`src/rtl/sys_arr_result_collector_if.sv`:
```
// Stream bundle for the result collector: skewed column strobes and data in, aligned rows out.
// Both directions share one interface; master is the array/sink side, slave is the collector.
interface sys_arr_result_collector_if #(
    parameter int row_width = 4,
    parameter int sum_width = 8
);
    logic [row_width-1:0]           active_out;
    logic [row_width*sum_width-1:0] mac_out;
    logic [row_width*sum_width-1:0] row_data;
    logic                           row_valid;
    logic                           row_ready;

    modport master (
        output active_out, mac_out, row_ready,
        input  row_data, row_valid
    );

    modport slave (
        input  active_out, mac_out, row_ready,
        output row_data, row_valid
    );
endinterface

```
`src/rtl/sys_arr_result_collector.sv`:
```
// Captures skewed per-column results into independent FIFOs and re-aligns them into complete rows
// on a registered valid/ready output, with sticky per-column overflow and a delivered-row counter.
module sys_arr_result_collector #(
    parameter int row_width = 4,
    parameter int sum_width = 8,
    parameter int depth     = 4
) (
    input  logic                      clk,
    input  logic                      rst,
    sys_arr_result_collector_if.slave bus,
    input  logic                      clr_i,
    output logic [row_width-1:0]      overflow_o,
    output logic [7:0]                row_count_o,
    output logic                      busy_o
);
    localparam int PW = $clog2(depth);
    localparam int CW = PW + 1;
    localparam int DW = row_width * sum_width;

    logic [sum_width-1:0] mem_q [row_width][depth];
    logic [PW-1:0]        wr_ptr_q [row_width];
    logic [PW-1:0]        wr_ptr_d [row_width];
    logic [PW-1:0]        rd_ptr_q [row_width];
    logic [PW-1:0]        rd_ptr_d [row_width];
    logic [CW-1:0]        cnt_q    [row_width];
    logic [CW-1:0]        cnt_d    [row_width];

    logic [DW-1:0]        row_data_q, row_data_d;
    logic                 row_valid_q, row_valid_d;
    logic [row_width-1:0] overflow_q, overflow_d;
    logic [7:0]           row_count_q, row_count_d;

    logic [row_width-1:0] nonempty;
    logic [row_width-1:0] full;
    logic [row_width-1:0] push_ok;
    logic [row_width-1:0] drop;
    logic [DW-1:0]        head_data;
    logic                 pop;
    logic                 handshake;

    always_comb begin
        nonempty  = '0;
        full      = '0;
        head_data = '0;
        for (int j = 0; j < row_width; j++) begin
            nonempty[j] = (cnt_q[j] != '0);
            full[j]     = (cnt_q[j] == CW'(depth));
            head_data[j*sum_width +: sum_width] = mem_q[j][rd_ptr_q[j]];
        end
        pop       = (&nonempty) && (!row_valid_q || bus.row_ready);
        handshake = row_valid_q && bus.row_ready;
        // A full FIFO still accepts a push when the same edge pops it.
        push_ok   = bus.active_out & (~full | {row_width{pop}});
        drop      = bus.active_out & full & {row_width{~pop}};
    end

    always_comb begin
        wr_ptr_d    = wr_ptr_q;
        rd_ptr_d    = rd_ptr_q;
        cnt_d       = cnt_q;
        row_data_d  = row_data_q;
        row_valid_d = row_valid_q;
        overflow_d  = overflow_q | drop;
        row_count_d = handshake ? row_count_q + 8'd1 : row_count_q;

        for (int j = 0; j < row_width; j++) begin
            if (push_ok[j]) wr_ptr_d[j] = wr_ptr_q[j] + PW'(1);
            if (pop)        rd_ptr_d[j] = rd_ptr_q[j] + PW'(1);
            if (push_ok[j] && !pop)      cnt_d[j] = cnt_q[j] + CW'(1);
            else if (!push_ok[j] && pop) cnt_d[j] = cnt_q[j] - CW'(1);
        end

        if (pop) begin
            row_data_d  = head_data;
            row_valid_d = 1'b1;
        end else if (handshake) begin
            row_valid_d = 1'b0;
        end

        if (clr_i) begin
            for (int j = 0; j < row_width; j++) begin
                wr_ptr_d[j] = '0;
                rd_ptr_d[j] = '0;
                cnt_d[j]    = '0;
            end
            row_data_d  = '0;
            row_valid_d = 1'b0;
            overflow_d  = '0;
            row_count_d = '0;
        end
    end

    // Storage has no reset; occupancy counters alone decide what is valid.
    always_ff @(posedge clk) begin
        for (int j = 0; j < row_width; j++) begin
            if (push_ok[j] && !clr_i)
                mem_q[j][wr_ptr_q[j]] <= bus.mac_out[j*sum_width +: sum_width];
        end
    end

    always_ff @(posedge clk or posedge rst) begin
        if (rst) begin
            for (int j = 0; j < row_width; j++) begin
                wr_ptr_q[j] <= '0;
                rd_ptr_q[j] <= '0;
                cnt_q[j]    <= '0;
            end
            row_data_q  <= '0;
            row_valid_q <= 1'b0;
            overflow_q  <= '0;
            row_count_q <= '0;
        end else begin
            for (int j = 0; j < row_width; j++) begin
                wr_ptr_q[j] <= wr_ptr_d[j];
                rd_ptr_q[j] <= rd_ptr_d[j];
                cnt_q[j]    <= cnt_d[j];
            end
            row_data_q  <= row_data_d;
            row_valid_q <= row_valid_d;
            overflow_q  <= overflow_d;
            row_count_q <= row_count_d;
        end
    end

    assign bus.row_data  = row_data_q;
    assign bus.row_valid = row_valid_q;
    assign overflow_o    = overflow_q;
    assign row_count_o   = row_count_q;
    assign busy_o        = (|nonempty) | row_valid_q;
endmodule

```
`src/flat_wrapper.sv`:
```
// flat-port wrapper written by rule: the top's interface ports become plain ports
module sys_arr_result_collector_flat 
#(
    parameter int row_width = 4,
    parameter int sum_width = 8,
    parameter int depth     = 4
)
  (clk, rst, clr_i, overflow_o, row_count_o, busy_o, bus_active_out, bus_mac_out, bus_row_ready, bus_row_data, bus_row_valid);
  sys_arr_result_collector_if #(.row_width(row_width), .sum_width(sum_width)) bus_i ();
  input  logic clk;
  input  logic rst;
  input  logic clr_i;
  output logic [row_width-1:0] overflow_o;
  output logic [7:0] row_count_o;
  output logic busy_o;
  input wire logic [$bits(bus_i.active_out)-1:0] bus_active_out;
  input wire logic [$bits(bus_i.mac_out)-1:0] bus_mac_out;
  input wire logic [$bits(bus_i.row_ready)-1:0] bus_row_ready;
  output wire logic [$bits(bus_i.row_data)-1:0] bus_row_data;
  output wire logic [$bits(bus_i.row_valid)-1:0] bus_row_valid;
  assign bus_i.active_out = bus_active_out;
  assign bus_i.mac_out = bus_mac_out;
  assign bus_i.row_ready = bus_row_ready;
  assign bus_row_data = bus_i.row_data;
  assign bus_row_valid = bus_i.row_valid;
  sys_arr_result_collector #(.row_width(row_width), .sum_width(sum_width), .depth(depth)) u_core (.clk(clk), .rst(rst), .bus(bus_i), .clr_i(clr_i), .overflow_o(overflow_o), .row_count_o(row_count_o), .busy_o(busy_o));
endmodule
```
`config.mk`:
```
export PLATFORM = sky130hd
export DESIGN_NAME = sys_arr_result_collector_flat
export DESIGN_NICKNAME = d
export VERILOG_FILES = /design/src/rtl/sys_arr_result_collector_if.sv /design/src/rtl/sys_arr_result_collector.sv /design/src/flat_wrapper.sv
export SDC_FILE = /design/constraint.sdc
export NUM_CORES = 1
export LEC_CHECK = 0
export ABC_AREA = 1
export BUFFER_PORTS_ARGS = -buffer_cell sky130_fd_sc_hd__clkbuf_2
export CORE_AREA = 2 2 120 122
export DETAILED_ROUTE_END_ITERATION = 16
export DIE_AREA = 0 0 122 124
export PLACE_DENSITY_LB_ADDON = 0.2
export SETUP_SLACK_MARGIN = 0.1
export SYNTH_ARGS = -nofsm -noshare
export SYNTH_HDL_FRONTEND = slang
export SYNTH_SLANG_ARGS = --single-unit
```
`constraint.sdc`:
```
create_clock -name clk -period 5.2 [get_ports clk]
set_clock_uncertainty 0.1 [all_clocks]
set_input_delay 1.04 -clock clk [delete_from_list [all_inputs] [get_ports clk]]
set_output_delay 1.04 -clock clk [all_outputs]
set_load 0.01 [all_outputs]
```
== Word-level counts from Yosys, hierarchy flattened ==
Memory sizes are Yosys's and may differ from the RTL's.
Index checks and enable logic that the tools add are counted.

* Register bits after elaboration: 73
* Memories kept: 1
* Output and inout port bits: 46
* Input bits: 40
* Word-level logic and storage cells: 164
* Bits in writable memories: 128

{| class="wikitable"
|+ Memories
! name !! depth !! bits a word !! read ports !! clocked after Yosys merged registers in !! write ports !! RTL line !! RTL
|-
| u_core.mem_q || 4 || 32 || 4 || 0 || 4 || sys_arr_result_collector.sv:20 || <nowiki>logic [sum_width-1:0] mem_q [row_width][depth];</nowiki>
|}

* Mux-type cells: 55
* Equal/unequal tests: 4
* Bitwise gates (word level): 16
* Reduce and logical (&&, ||, !) cells: 43
* $add $sub $neg: 17
* Order comparisons: 12

{| class="wikitable"
|+ Operators by type and width
! operator !! number
|-
| $mux 32 || 6
|-
| $mux 8 || 16
|-
| $bmux 8 s2 || 4
|-
| $demux 8 s2 || 4
|-
| $reduce_bool 3->1 || 9
|-
| $ge 3x3->1 const B || 8
|-
| $mux 3 || 8
|-
| $not 2->3 || 8
|-
| $logic_and 1x1->1 || 18
|-
| $add 2x1->2 const B || 8
|-
| $mux 2 || 8
|-
| $add 3x1->3 const B || 4
|-
| $and 4x4->4 || 3
|-
| $eq 3x3->1 const B || 4
|-
| $lt 3x1->1 const B || 4
|-
| $mux 12 || 1
|-
| $reduce_bool 2->1 || 6
|-
| $sub 3x1->3 const B || 4
|-
| $add 8x1->8 const B || 1
|-
| $or 4x4->4 || 2
|-
| $logic_not 1->1 || 7
|-
| $mux 1 || 7
|-
| $mux 4 || 1
|-
| $not 4->4 || 1
|-
| other kinds (5) || 5
|}

== Logic depth before layout (Yosys ltp) ==
Gate-level depths: netlist of run 1.

* Depth after elaboration: 10
* Mapped depth: 14
* Gate-level depth less buffers: 14

== Worst setup path before layout of run 1 ==
No wires, ideal clock.

* Kind: input port to flip-flop
* From: input port bus_row_ready
* To: memory u_core.mem_q[0][0] (netlist name) (enable)
* Path slack: 2.580 ns
* Cell stages on the path: 9
* Path buffers: 2
* Required time: 4.729 ns
* Arrival: 2.149 ns
* Setup time: 0.371 ns
* Path through: or2_0 buf_2 nand2_4 buf_6 nand2_2 nand2_2 nor2_4 inv_2 nor2_1

{| class="wikitable"
|+ RTL lines
! item !! RTL line !! RTL
|-
| start, declared || flat_wrapper.sv:18 || <nowiki>input wire logic [$bits(bus_i.row_ready)-1:0] bus_row_ready;</nowiki>
|-
| end, declared || sys_arr_result_collector.sv:20 ||
|}

== Final worst setup path of run 1 ==
* From: input port bus_row_ready
* To: register u_core.cnt_q[5] (netlist name)

* Word-level cells in the longest chain between the ends: 7
* Elaborated cells on any way between the ends: 11
* Classes of those cells: 2 x mux; 2 x bitwise; 7 x reduce/logical

{| class="wikitable"
|+ Ends and longest elaborated chain
! item !! RTL line !! RTL
|-
| $logic_or 1x1->1 * || sys_arr_result_collector.sv:50 || <nowiki>pop = (&nonempty) && (!row_valid_q || bus.row_ready);</nowiki>
|-
| $logic_and 1x1->1 * || sys_arr_result_collector.sv:50 ||
|-
| $or 4x4->4 || sys_arr_result_collector.sv:53 || <nowiki>push_ok = bus.active_out & (~full | {row_width{pop}});</nowiki>
|-
| $and 4x4->4 || sys_arr_result_collector.sv:53 ||
|-
| $logic_and 1x1->1 / $logic_not 1->1 (equally long branches) || sys_arr_result_collector.sv:69, sys_arr_result_collector.sv:70 ||
|-
| $mux 3 / $logic_and 1x1->1 (equally long branches) || sys_arr_result_collector.sv:69, sys_arr_result_collector.sv:70 ||
|-
| $mux 12 / $reduce_bool 3->1 (equally long branches) || -- ||
|-
| end signal, assigned by index || sys_arr_result_collector.sv:116 || <nowiki>cnt_q[j] <= cnt_d[j];</nowiki>
|-
| end, declared || sys_arr_result_collector.sv:25 || <nowiki>logic [CW-1:0] cnt_q [row_width];</nowiki>
|}

Every way passes the cells marked *; elsewhere a longest branch is shown, timed or not.
A chain may end at the register's enable or synchronous reset.

==> impl_metrics.csv, run 1 <==
group,metric,value,unit
status,run_status,"finished, final reports clean",
power_and_ir_drop,combinational_cell_fraction_of_total_power,20.8,%
critical_path,worst_path_most_repeated_cell,"nand2_1",
place,io_buffer_count,85,
logic_synthesis,ys_seq_elements,201,
timing,timing_worst_slew_pin_value,0.7755,ns
critical_path,cp_top_family,"simple AND/OR/NAND/NOR gates",
floorplanning,die_width,122,um
critical_path,worstPathRequired,5.51,ns
power_and_ir_drop,sequentialPowerShare,45.3,%
logic_synthesis,number_of_enable_flip_flop_cells_after_synthesis,128,
critical_path,critPathSlowestCell,"fa_1",
timing,hold_viol_final,0,
route,drc,0,
place,place.gp.congestion,0.8666,
power_and_ir_drop,power_density,460.9,mW/mm^2
power_and_ir_drop,net-switching-power,1.337,mW
timing,achievable-frequency,332.9,MHz
clocking,cts.htree.levels,1,
logic_synthesis,yosys_most_used_dff,"edfxtp_1",
floorplanning,core,0.01372,sq mm
timing,fin_crit,3.004,ns
timing,finalSetupTns,0,ns
clocking,clkTransAtPathRegs,0.06,ns
route,vias,5893,
floorplanning,starting_density_of_the_core,61.92,%
floorplanning,die_h,124,um
clocking,postCtsSetupBuffers,0,
logic_synthesis,syn-cell-area,0.008496,sq mm
critical_path,crit_path_max_incr_delay,0.45,ns
power_and_ir_drop,ir_worst_vdd,0.3192,mV
timing,timing.final.max_slew_violations,0,
place,worst_slack_placed,1.699,ns
timing,worst_slew_margin_rel,48.11,%
global_route,grt_start_max_net_pins,55,
layout,layout_common_cells,"159 x nand2_1, 128 x edfxtp_1, 85 x clkbuf_2, 73 x dfrtp_1, 60 x inv_1",
layout,drive_gt1_share,18.02,%
floorplanning,num_io_pins,86,
clocking,clock_sink_count,201,
timing,postLayoutSetupSlackWorst,2.196,ns
route,viasPerCell,5.789,
route,wirelength,17.52,mm
min_path,worst_hold_path_type,"reg2reg",
global_route,globalRouteOverflowTotal,0,
critical_path,crit_buf_inv,2,
route,drt_first_pass_iters,7,
route,drt_iter0_markers,424,
layout,stdcell_count,1018,
place,place_inst,981,
global_route,grt_pass1_wl,28.03,mm
critical_path,worst_setup_ep_type,"flop",
route,drt.antenna.violating_nets,0,
run,max_cap_viol,0,
global_route,first_global_vias,5678,
layout,layout_commonest_cell,"nand2_1",
layout,antenna_cells_inserted,0,
clocking,tritoncts,"done",
critical_path,critPathMaxFanout,54,
critical_path,setup.worst_path.start_class,"input pin",
logic_synthesis,post_synth.cell_area_avg,11.40,sq um
power_and_ir_drop,totalPowerFinal,4.496,mW
global_route,antenna_violations_before_repair,0,
clocking,clkLatencyLatePin,0.48,ns
logic_synthesis,synth_fp_nets,806,
power_and_ir_drop,switching_share,29.74,%
logic_synthesis,yosys_warnings,0,
critical_path,critPathKind,"in2reg",
global_route,grtUsageTotal,23.66,%
clocking,numCtsBuffers,21,
critical_path,timing.critical_path.arrival,3.32,ns
layout,final_util,71.09,%
critical_path,crit_path_cell_trace,"clkbuf_2, or2_0, nand2_4, nand3_2, inv_1, fa_1, xnor2_1, nand4_1, nand2_1, nand2_1, nand2_1",
route,routed_wire_length_per_instance,17.21,um
layout,area_delta_synth_final,14.80,%
logic_synthesis,yosysSeqAreaShare,66.75,%
timing,finalCritPeriodShare,57.76,%
floorplanning,floorplan.rows,43,
critical_path,worst-r2r-setup-slack,2.35,ns
clocking,number_of_instances_resized_during_post_cts_repair,0,
clocking,clock_tree.buffer_depth,3,
timing,setup_viol_count_final,0,
timing,setup_repair_after_global_routing_missed_its_margin,"false",
power_and_ir_drop,p_clk_share,33.9,%
power_and_ir_drop,power.leakage,4.162,nW
place,place.detailed.hpwl,11.93,mm
logic_synthesis,postSynthCellCount,745,
layout,layout.nets,885,
floorplanning,die-area,0.01513,sq mm
clocking,post_cts_hold_buffer_count,0,
logic_synthesis,synthDistinctLibCells,31,
power_and_ir_drop,p_int,3.158,mW
logic_synthesis,async_sr_flop_fraction,36.32,%
clocking,cts_root_buf,"clkbuf_16",
## area by class of cell
| class | count | area, sq um |
|---|---|---|
| Clock buffer | 32 | 679.4 |
| Clock inverter | 5 | 52.55 |
| Fill cell | 951 | 3966 |
| Inverter | 76 | 285.3 |
| Multi-Input combinational cell | 436 | 2392 |
| Sequential cell | 201 | 5670 |
| Tap cell | 180 | 225.2 |
| Timing Repair Buffer | 88 | 447.9 |
## power groups by stage
stage	Sequential, mW	Combinational (mW)	Clock (mW)
2_1_floorplan	2.01	0.702	0
3_3_place_gp	2.05	0.876	0
3_5_place_dp	2.06	0.929	0
4_1_cts	2.03	0.935	1.54
5_1_grt	2.06	1.05	1.61
6_report	2.04	0.933	1.53
## state kept, by name (all words and copies together) (netlist names)
register / cells
u_core.row_count_o: 8
u_core.rd_ptr_q: 8
u_core.wr_ptr_q: 8
u_core.bus.row_valid: 1
u_core.cnt_q: 12
u_core.mem_q: 128
u_core.overflow_o: 4
u_core.bus.row_data: 32
## through the flow
step                cell area (sq um)  hold WS, ns
global placement                 9021       0.3490
finish                           9753       0.3665
floorplan                        8496       0.3335
CTS                              9753       0.3703
detailed placement               9021       0.3616
global route                     9753       0.3966
## worst reg2reg max path: stages (launching register included)
cell and delay, ns:
dfrtp_1 0.40, inv_2 0.06, nand3_1 0.14, nand2_1 0.11
nor2_4 0.17, nand2_4 0.38, nand3_2 0.30, inv_1 0.09
fa_1 0.45, xnor2_1 0.23, nand4_1 0.12, nand2_1 0.11
nand2_1 0.05, nand2_1 0.07
## worst paths after layout
kind                                         start                 endpoint  cells past startpoint
max in group asynchronous                      rst  u_core.bus.row_data[14]                      3
min in group asynchronous                      rst     u_core.overflow_o[3]                      2
worst max-delay path                 bus_row_ready          u_core.cnt_q[5]                     11
worst min register to register  u_core.rd_ptr_q[3]       u_core.rd_ptr_q[3]                      1
worst max register to register     u_core.cnt_q[4]          u_core.cnt_q[5]                     13
worst min-delay path            u_core.rd_ptr_q[3]       u_core.rd_ptr_q[3]                      1
## per-layer routing
| metal | vias up | global-route usage, % | part of all wire (%) |
|---|---|---|---|
| met4 | 0 | 8.549 | 3.0 |
| met2 | 221 | 40.78 | 50 |
| met5 | - | 0 | 0 |
| met3 | 51 | 3.388 | 5.2 |
| met1 | 2877 | 31.00 | 42 |
| li1 | 2744 | - | - |
## cells in the mapped netlist, types with 6 or more instances
master      n  area (sq um)
nand2_1   159         596.8
edfxtp_1  128          3844
dfrtp_1    73          1827
inv_1      61         229.0
nand3_1    50         250.2
a21oi_1    46         230.2
a32o_1     32         320.3
nor2_1     32         120.1
o21ai_1    25         125.1
o21ai_0    24         120.1
ha_1       17         212.7
buf_2      16         80.08
clkbuf_1   15         56.30
inv_2      10         37.54
nor3_1      8         40.04
nand2_2     6         37.54
## kinds of logic after synthesis
family          Yosys count  share of synthesized area, %
simple gates            279                         14.54
flops                   201                         66.75
compound gates          131                         9.661
buf+inv                 108                         5.096
fa+ha+maj                21                         3.446
xor+xnor                  5                        0.5154
No activity file was read; power rests on OpenSTA's default activity.
==> inputs of run 2 (changes only) <==
CORE_AREA = 2 2 123 125   (was 2 2 120 122)
DIE_AREA = 0 0 125 127   (was 0 0 122 124)
clock period = 3.01 ns   (was 5.2 ns; I/O delays follow)
==> run 2 against run 1 <==
Via count rose by 0.85%; core utilization is 2.6 points lower; critical path type is now reg2reg; highest routed layer unchanged; sequential share of layout area down 0.72 points; sequential power is 70% higher; total power up 71%.
==> impl_metrics.csv, run 2 (synthesized netlist as in run 1, its figures left out) <==
group,metric,value,unit
timing,setup_viol_count_final,0,
place,place_inst,1010,
floorplanning,starting_density_of_the_core,58.90,%
timing,timing_worst_slew_pin_value,0.5916,ns
clocking,cts_root_buf,"clkbuf_16",
critical_path,critPathSlowestCell,"fa_1",
power_and_ir_drop,net-switching-power,2.363,mW
clocking,numCtsBuffers,21,
power_and_ir_drop,sequentialPowerShare,44.9,%
timing,finalCritPeriodShare,89.12,%
clocking,postCtsSetupBuffers,0,
floorplanning,die-area,0.01588,sq mm
timing,worst_slew_margin_rel,60.56,%
power_and_ir_drop,power.leakage,4.248,nW
global_route,antenna_violations_before_repair,0,
global_route,globalRouteOverflowTotal,0,
route,viasPerCell,5.671,
route,routed_wire_length_per_instance,17.38,um
critical_path,worst_setup_ep_type,"flop",
route,drt_first_pass_iters,5,
critical_path,worst-r2r-setup-slack,0.33,ns
timing,achievable-frequency,372.8,MHz
clocking,post_cts_hold_buffer_count,0,
clocking,clock_sink_count,201,
clocking,cts.htree.levels,1,
layout,largest_register_ff_count,128,
layout,stdcell_area,0.009876,sq mm
route,drt.antenna.violating_nets,0,
global_route,grtUsageTotal,23.29,%
clocking,number_of_instances_resized_during_post_cts_repair,0,
critical_path,crit_path_max_incr_delay,0.46,ns
floorplanning,floorplan.rows,44,
critical_path,crit_path_cell_trace,"inv_1, or2_0, nand2_4, nand3_2, inv_1, fa_1, xnor2_1, nand4_1, nand2_1, nand2_1, nand2_1",
critical_path,crit_buf_inv,2,
global_route,grtUsageMet1,30.04,%
critical_path,cp_top_family,"simple AND/OR/NAND/NOR gates",
critical_path,setup.worst_path.start_class,"flop",
place,io_buffer_count,85,
floorplanning,num_io_pins,86,
global_route,grt_most_used_layer,"met2",
timing,setup_repair_after_global_routing_missed_its_margin,"false",
clocking,clock_tree.buffer_depth,3,
floorplanning,die_width,125,um
route,wirelength,18.22,mm
layout,stdcell_count,1048,
timing,hold_viol_final,0,
place,placedInstanceArea,0.009214,sq mm
status,run_status,"finished, final reports clean",
clocking,clkTransAtPathRegs,0.06,ns
layout,antenna_cells_inserted,0,
power_and_ir_drop,ir_worst_vdd,0.7277,mV
layout,layout_common_cells,"159 x nand2_1, 128 x edfxtp_1, 85 x clkbuf_2, 73 x dfrtp_1, 60 x inv_1",
place,place.gp.congestion,0.8699,
place,place.detailed.hpwl,12.50,mm
floorplanning,die_h,127,um
power_and_ir_drop,p_int,5.339,mW
timing,fin_crit,2.683,ns
global_route,grt_pass1_wl,29.67,mm
floorplanning,core,0.01442,sq mm
route,drt_iter0_markers,582,
timing,finalSetupTns,0,ns
global_route,first_global_vias,5862,
layout,layout.nets,910,
run,max_cap_viol,0,
min_path,worst_hold_path_type,"in2async",
clocking,tritoncts,"done",
power_and_ir_drop,p_clk_share,32.2,%
critical_path,critPathMaxFanout,26,
timing,timing.final.max_slew_violations,0,
critical_path,timing.critical_path.arrival,3.01,ns
layout,fillers,1047,
layout,layout_commonest_cell,"nand2_1",
route,drc,0,
power_and_ir_drop,switching_share,30.68,%
global_route,grt_start_max_net_pins,35,
global_route,globalRouteMet2Util,41.82,%
layout,area_delta_synth_final,16.24,%
clocking,clkLatencyLatePin,0.50,ns
global_route,grtUsageMet3,3.727,%
power_and_ir_drop,power_density,779.9,mW/mm^2
power_and_ir_drop,combinational_cell_fraction_of_total_power,22.9,%
critical_path,critPathKind,"reg2reg",
critical_path,worstPathRequired,3.34,ns
critical_path,worst_path_most_repeated_cell,"nand2_1",
layout,drive_gt1_share,19.56,%
route,vias,5943,
run 2: cell types whose count changed in the layout (fill, tap and decap cells not counted):
cell       before  now
buf_4           3   28
clkbuf_8        7    0
clkbuf_1        2    6
clkinv_1        6   10
clkbuf_16      23   21
bufinv_16       1    2
clkinv_4        1    0
clkinv_8        0    1
inv_6           0    1
run 2: worst reg2reg max path, delay by kind of cell, from the launching register on:
| kind | cells | cell delay, ns |
|---|---|---|
| xor gates and xnor gates | 1 | 0.24 |
| adders and majority gates | 1 | 0.46 |
| buffers and inverters | 2 | 0.18 |
| DFF | 1 | 0.40 |
| and+or+nand+nor | 7 | 1.22 |
run 2: power by group through the flow:
| stage | sequential, mW | combinational (mW) | clock (mW) |
|---|---|---|---|
| 2_1_floorplan | 3.48 | 1.21 | 0 |
| 3_5_place_dp | 3.50 | 1.75 | 0 |
| 4_1_cts | 3.45 | 1.76 | 2.51 |
| 5_1_grt | 3.48 | 1.99 | 2.64 |
| 3_3_place_gp | 3.49 | 1.65 | 0 |
| 6_report | 3.46 | 1.76 | 2.48 |
run 2: area by class of cell:
class | count | area [sq um] | share of cell area, %
tap | 184 | 230.2 | 2.331
clock buffer | 27 | 548.0 | 5.549
inverter | 76 | 285.3 | 2.889
clock inverter | 11 | 113.9 | 1.153
multi-input combinational | 436 | 2392 | 24.22
sequential | 201 | 5670 | 57.42
timing repair buffer | 113 | 635.6 | 6.436
run 2: final timing paths:
kind	from	endpoint	depth (start not counted)
worst max-delay path	u_core.bus.row_valid	u_core.cnt_q[8]	11
worst min-delay path	rst	u_core.wr_ptr_q[0]	2
worst max register to register	u_core.bus.row_valid	u_core.cnt_q[8]	11
worst min register to register	u_core.rd_ptr_q[5]	u_core.rd_ptr_q[5]	1
max in group asynchronous	rst	u_core.bus.row_data[16]	3
min in group clk	bus_mac_out[27]	u_core.mem_q[3][27]	1
run 2: metrics by stage:
stage          util [%]  power (mW)  setup WS [ns]  hold WS (ns)
2_1_floorplan         -       4.689         0.4547        0.3335
3_3_place_gp      63.88       5.136         0.4166        0.3496
3_5_place_dp      63.88       5.245         0.2853        0.3551
4_1_cts           68.47       7.722         0.4326      0.007163
5_1_grt           68.47       8.105         0.2040       0.04134
6_report          68.47       7.703         0.3274      0.004808
run 2: metal layers:
metal  wire length, um  vias up
met3              1155       30
li1                  -     2792
met5                 0        -
met2              9375      241
met4               384        0
met1              7302     2880
==> inputs of run 3 (changes only) <==
CORE_AREA = 2 2 120 122   (was 2 2 123 125)
DIE_AREA = 0 0 122 124   (was 0 0 125 127)
clock period = 3.5 ns   (was 3.01 ns; I/O delays follow)
==> run 3 against run 2 <==
Sequential share of layout area is 0.49 points higher; sequential power is 13% lower; largest cell class unchanged; cell count is 1.9% lower; non-clock buffer count is 14 lower; highest routed layer unchanged; clock power is 14% lower; die area is 4.7% lower; via count is 1.6% lower; combinational power is 19% lower; flip-flop and latch count stayed put; setup slack better by 0.50 ns; count of clock-buffer cells in the layout stayed put; largest power group unchanged.
==> impl_metrics.csv, run 3 (synthesized netlist as in run 1, its figures left out) <==
group,metric,value,unit
critical_path,worst-r2r-setup-slack,0.83,ns
critical_path,critPathKind,"reg2reg",
critical_path,crit_path_max_incr_delay,0.45,ns
timing,postLayoutSetupSlackWorst,0.8256,ns
power_and_ir_drop,power_density,671.5,mW/mm^2
clocking,cts.htree.levels,1,
route,wirelength,17.71,mm
critical_path,cp_top_family,"simple AND/OR/NAND/NOR gates",
place,io_buffer_count,85,
layout,drive_gt1_share,18.63,%
power_and_ir_drop,power.leakage,4.190,nW
global_route,grtUsageTotal,23.87,%
clocking,clkLatencyLatePin,0.49,ns
route,viasPerCell,5.690,
layout,largest_register_ff_count,128,
power_and_ir_drop,totalPowerFinal,6.576,mW
critical_path,critical_register_to_register_path_endpoint,"u_core.cnt_q[8]",
route,drt_first_pass_iters,5,
floorplanning,core,0.01372,sq mm
layout,layout_common_cells,"159 x nand2_1, 128 x edfxtp_1, 85 x clkbuf_2, 73 x dfrtp_1, 60 x inv_1",
layout,stdcell_count,1028,
route,routed_wire_length_per_instance,17.23,um
floorplanning,die-area,0.01513,sq mm
layout,area_delta_synth_final,15.26,%
clocking,number_of_instances_resized_during_post_cts_repair,0,
clocking,numCtsBuffers,20,
global_route,globalRouteOverflowTotal,0,
place,place_inst,992,
route,drc,0,
timing,setup_repair_after_global_routing_missed_its_margin,"false",
timing,worst_slew_margin_rel,54.20,%
critical_path,critPathMaxFanout,21,
timing,timing.final.max_slew_violations,0,
critical_path,worstPathRequired,3.82,ns
floorplanning,num_io_pins,86,
place,placedInstanceArea,0.009129,sq mm
floorplanning,starting_density_of_the_core,61.92,%
timing,setup_viol_count_final,0,
layout,stdcell_area,0.009792,sq mm
critical_path,timing.critical_path.arrival,3.00,ns
floorplanning,floorplan.rows,43,
run,max_cap_viol,0,
floorplanning,die_h,124,um
critical_path,reg2regPathDepth,11,
layout,antenna_cells_inserted,0,
timing,timing_worst_slew_pin_value,0.6845,ns
clocking,tritoncts,"done",
critical_path,worst_path_most_repeated_cell,"nand2_1",
critical_path,crit_buf_inv,2,
critical_path,critPathSlowestCell,"fa_1",
critical_path,setup.worst_path.start_class,"flop",
clocking,clkTransAtPathRegs,0.06,ns
layout,layout_commonest_cell,"nand2_1",
route,drt.antenna.violating_nets,0,
critical_path,worst_setup_ep_type,"flop",
timing,timing.hold.ws,0.1612,ns
global_route,antenna_violations_before_repair,0,
critical_path,crit_path_cell_trace,"inv_1, or2_0, nand2_4, nand3_2, inv_1, fa_1, xnor2_1, nand4_1, nand2_1, nand2_1, nand2_1",
timing,finalSetupTns,0,ns
min_path,worst_hold_path_type,"in2async",
timing,fin_crit,2.674,ns
clocking,postCtsSetupBuffers,0,
clocking,clock_sink_count,201,
global_route,grt_pass1_wl,28.16,mm
floorplanning,die_width,122,um
timing,hold_viol_final,0,
power_and_ir_drop,ir_worst_vdd,0.4190,mV
place,worst_slack_placed,0.6373,ns
layout,final_util,71.37,%
status,run_status,"finished, final reports clean",
global_route,grt_start_max_net_pins,74,
place,place.detailed.hpwl,11.93,mm
clocking,clock_tree.buffer_depth,3,
route,drt_iter0_markers,617,
timing,achievable-frequency,373.9,MHz
clocking,cts_root_buf,"clkbuf_16",
global_route,first_global_vias,5891,
timing,finalCritPeriodShare,76.41,%
critical_path,r2r_start,"u_core.bus.row_valid",
layout,layout.nets,895,
place,place.gp.congestion,0.8503,
clocking,post_cts_hold_buffer_count,0,
route,vias,5849,
[run 3: cell count changes in the layout (fill, tap and decap cells not counted), sizes merged]
cell      change
buf          -14
inv           -1
clkinvlp      +1
clkinv        -2
[run 3: cell type report]
class | instances | area (sq um)
Sequential cell | 201 | 5670
Fill cell | 962 | 3928
Multi-Input combinational cell | 436 | 2392
Clock buffer | 27 | 568.0
Timing Repair Buffer | 99 | 555.5
Inverter | 76 | 285.3
Tap cell | 180 | 225.2
Clock inverter | 9 | 95.09
[run 3: power by group]
| group | switching [mW] | internal (mW) | total [mW] |
|---|---|---|---|
| Combinational | 0.906 | 0.512 | 1.42 |
| Sequential | 0.225 | 2.80 | 3.02 |
| Clock | 0.852 | 1.29 | 2.14 |
| Total | 1.98 | 4.59 | 6.58 |
[run 3: metal layers]
metal	track usage, %	part of all wire (%)	up-vias
met4	8.549	2.3	0
met1	29.36	40	2838
li1	-	-	2772
met5	0	0	-
met2	43.40	52	204
met3	3.205	5.3	35
[run 3: how the worst max path moves through the flow]
stage / from / endpoint / slack (ns) / cells after the start
detailed placement: bus_row_ready / u_core.mem_q[2][2] / 0.64 / 8
global placement: bus_row_ready / u_core.mem_q[2][8] / 0.75 / 8
CTS: u_core.bus.row_valid / u_core.cnt_q[8] / 0.90 / 11
floorplan: rst / u_core.bus.row_data[0] / 0.85 / 1
global route: u_core.bus.row_valid / u_core.mem_q[2][1] / 0.60 / 8
finish: u_core.bus.row_valid / u_core.cnt_q[8] / 0.83 / 11
[run 3: tightest hold or removal path, delay by kind of cell]
| family | cells | cell delay, ns |
|---|---|---|
| buffers and inverters | 3 | 0.47 |
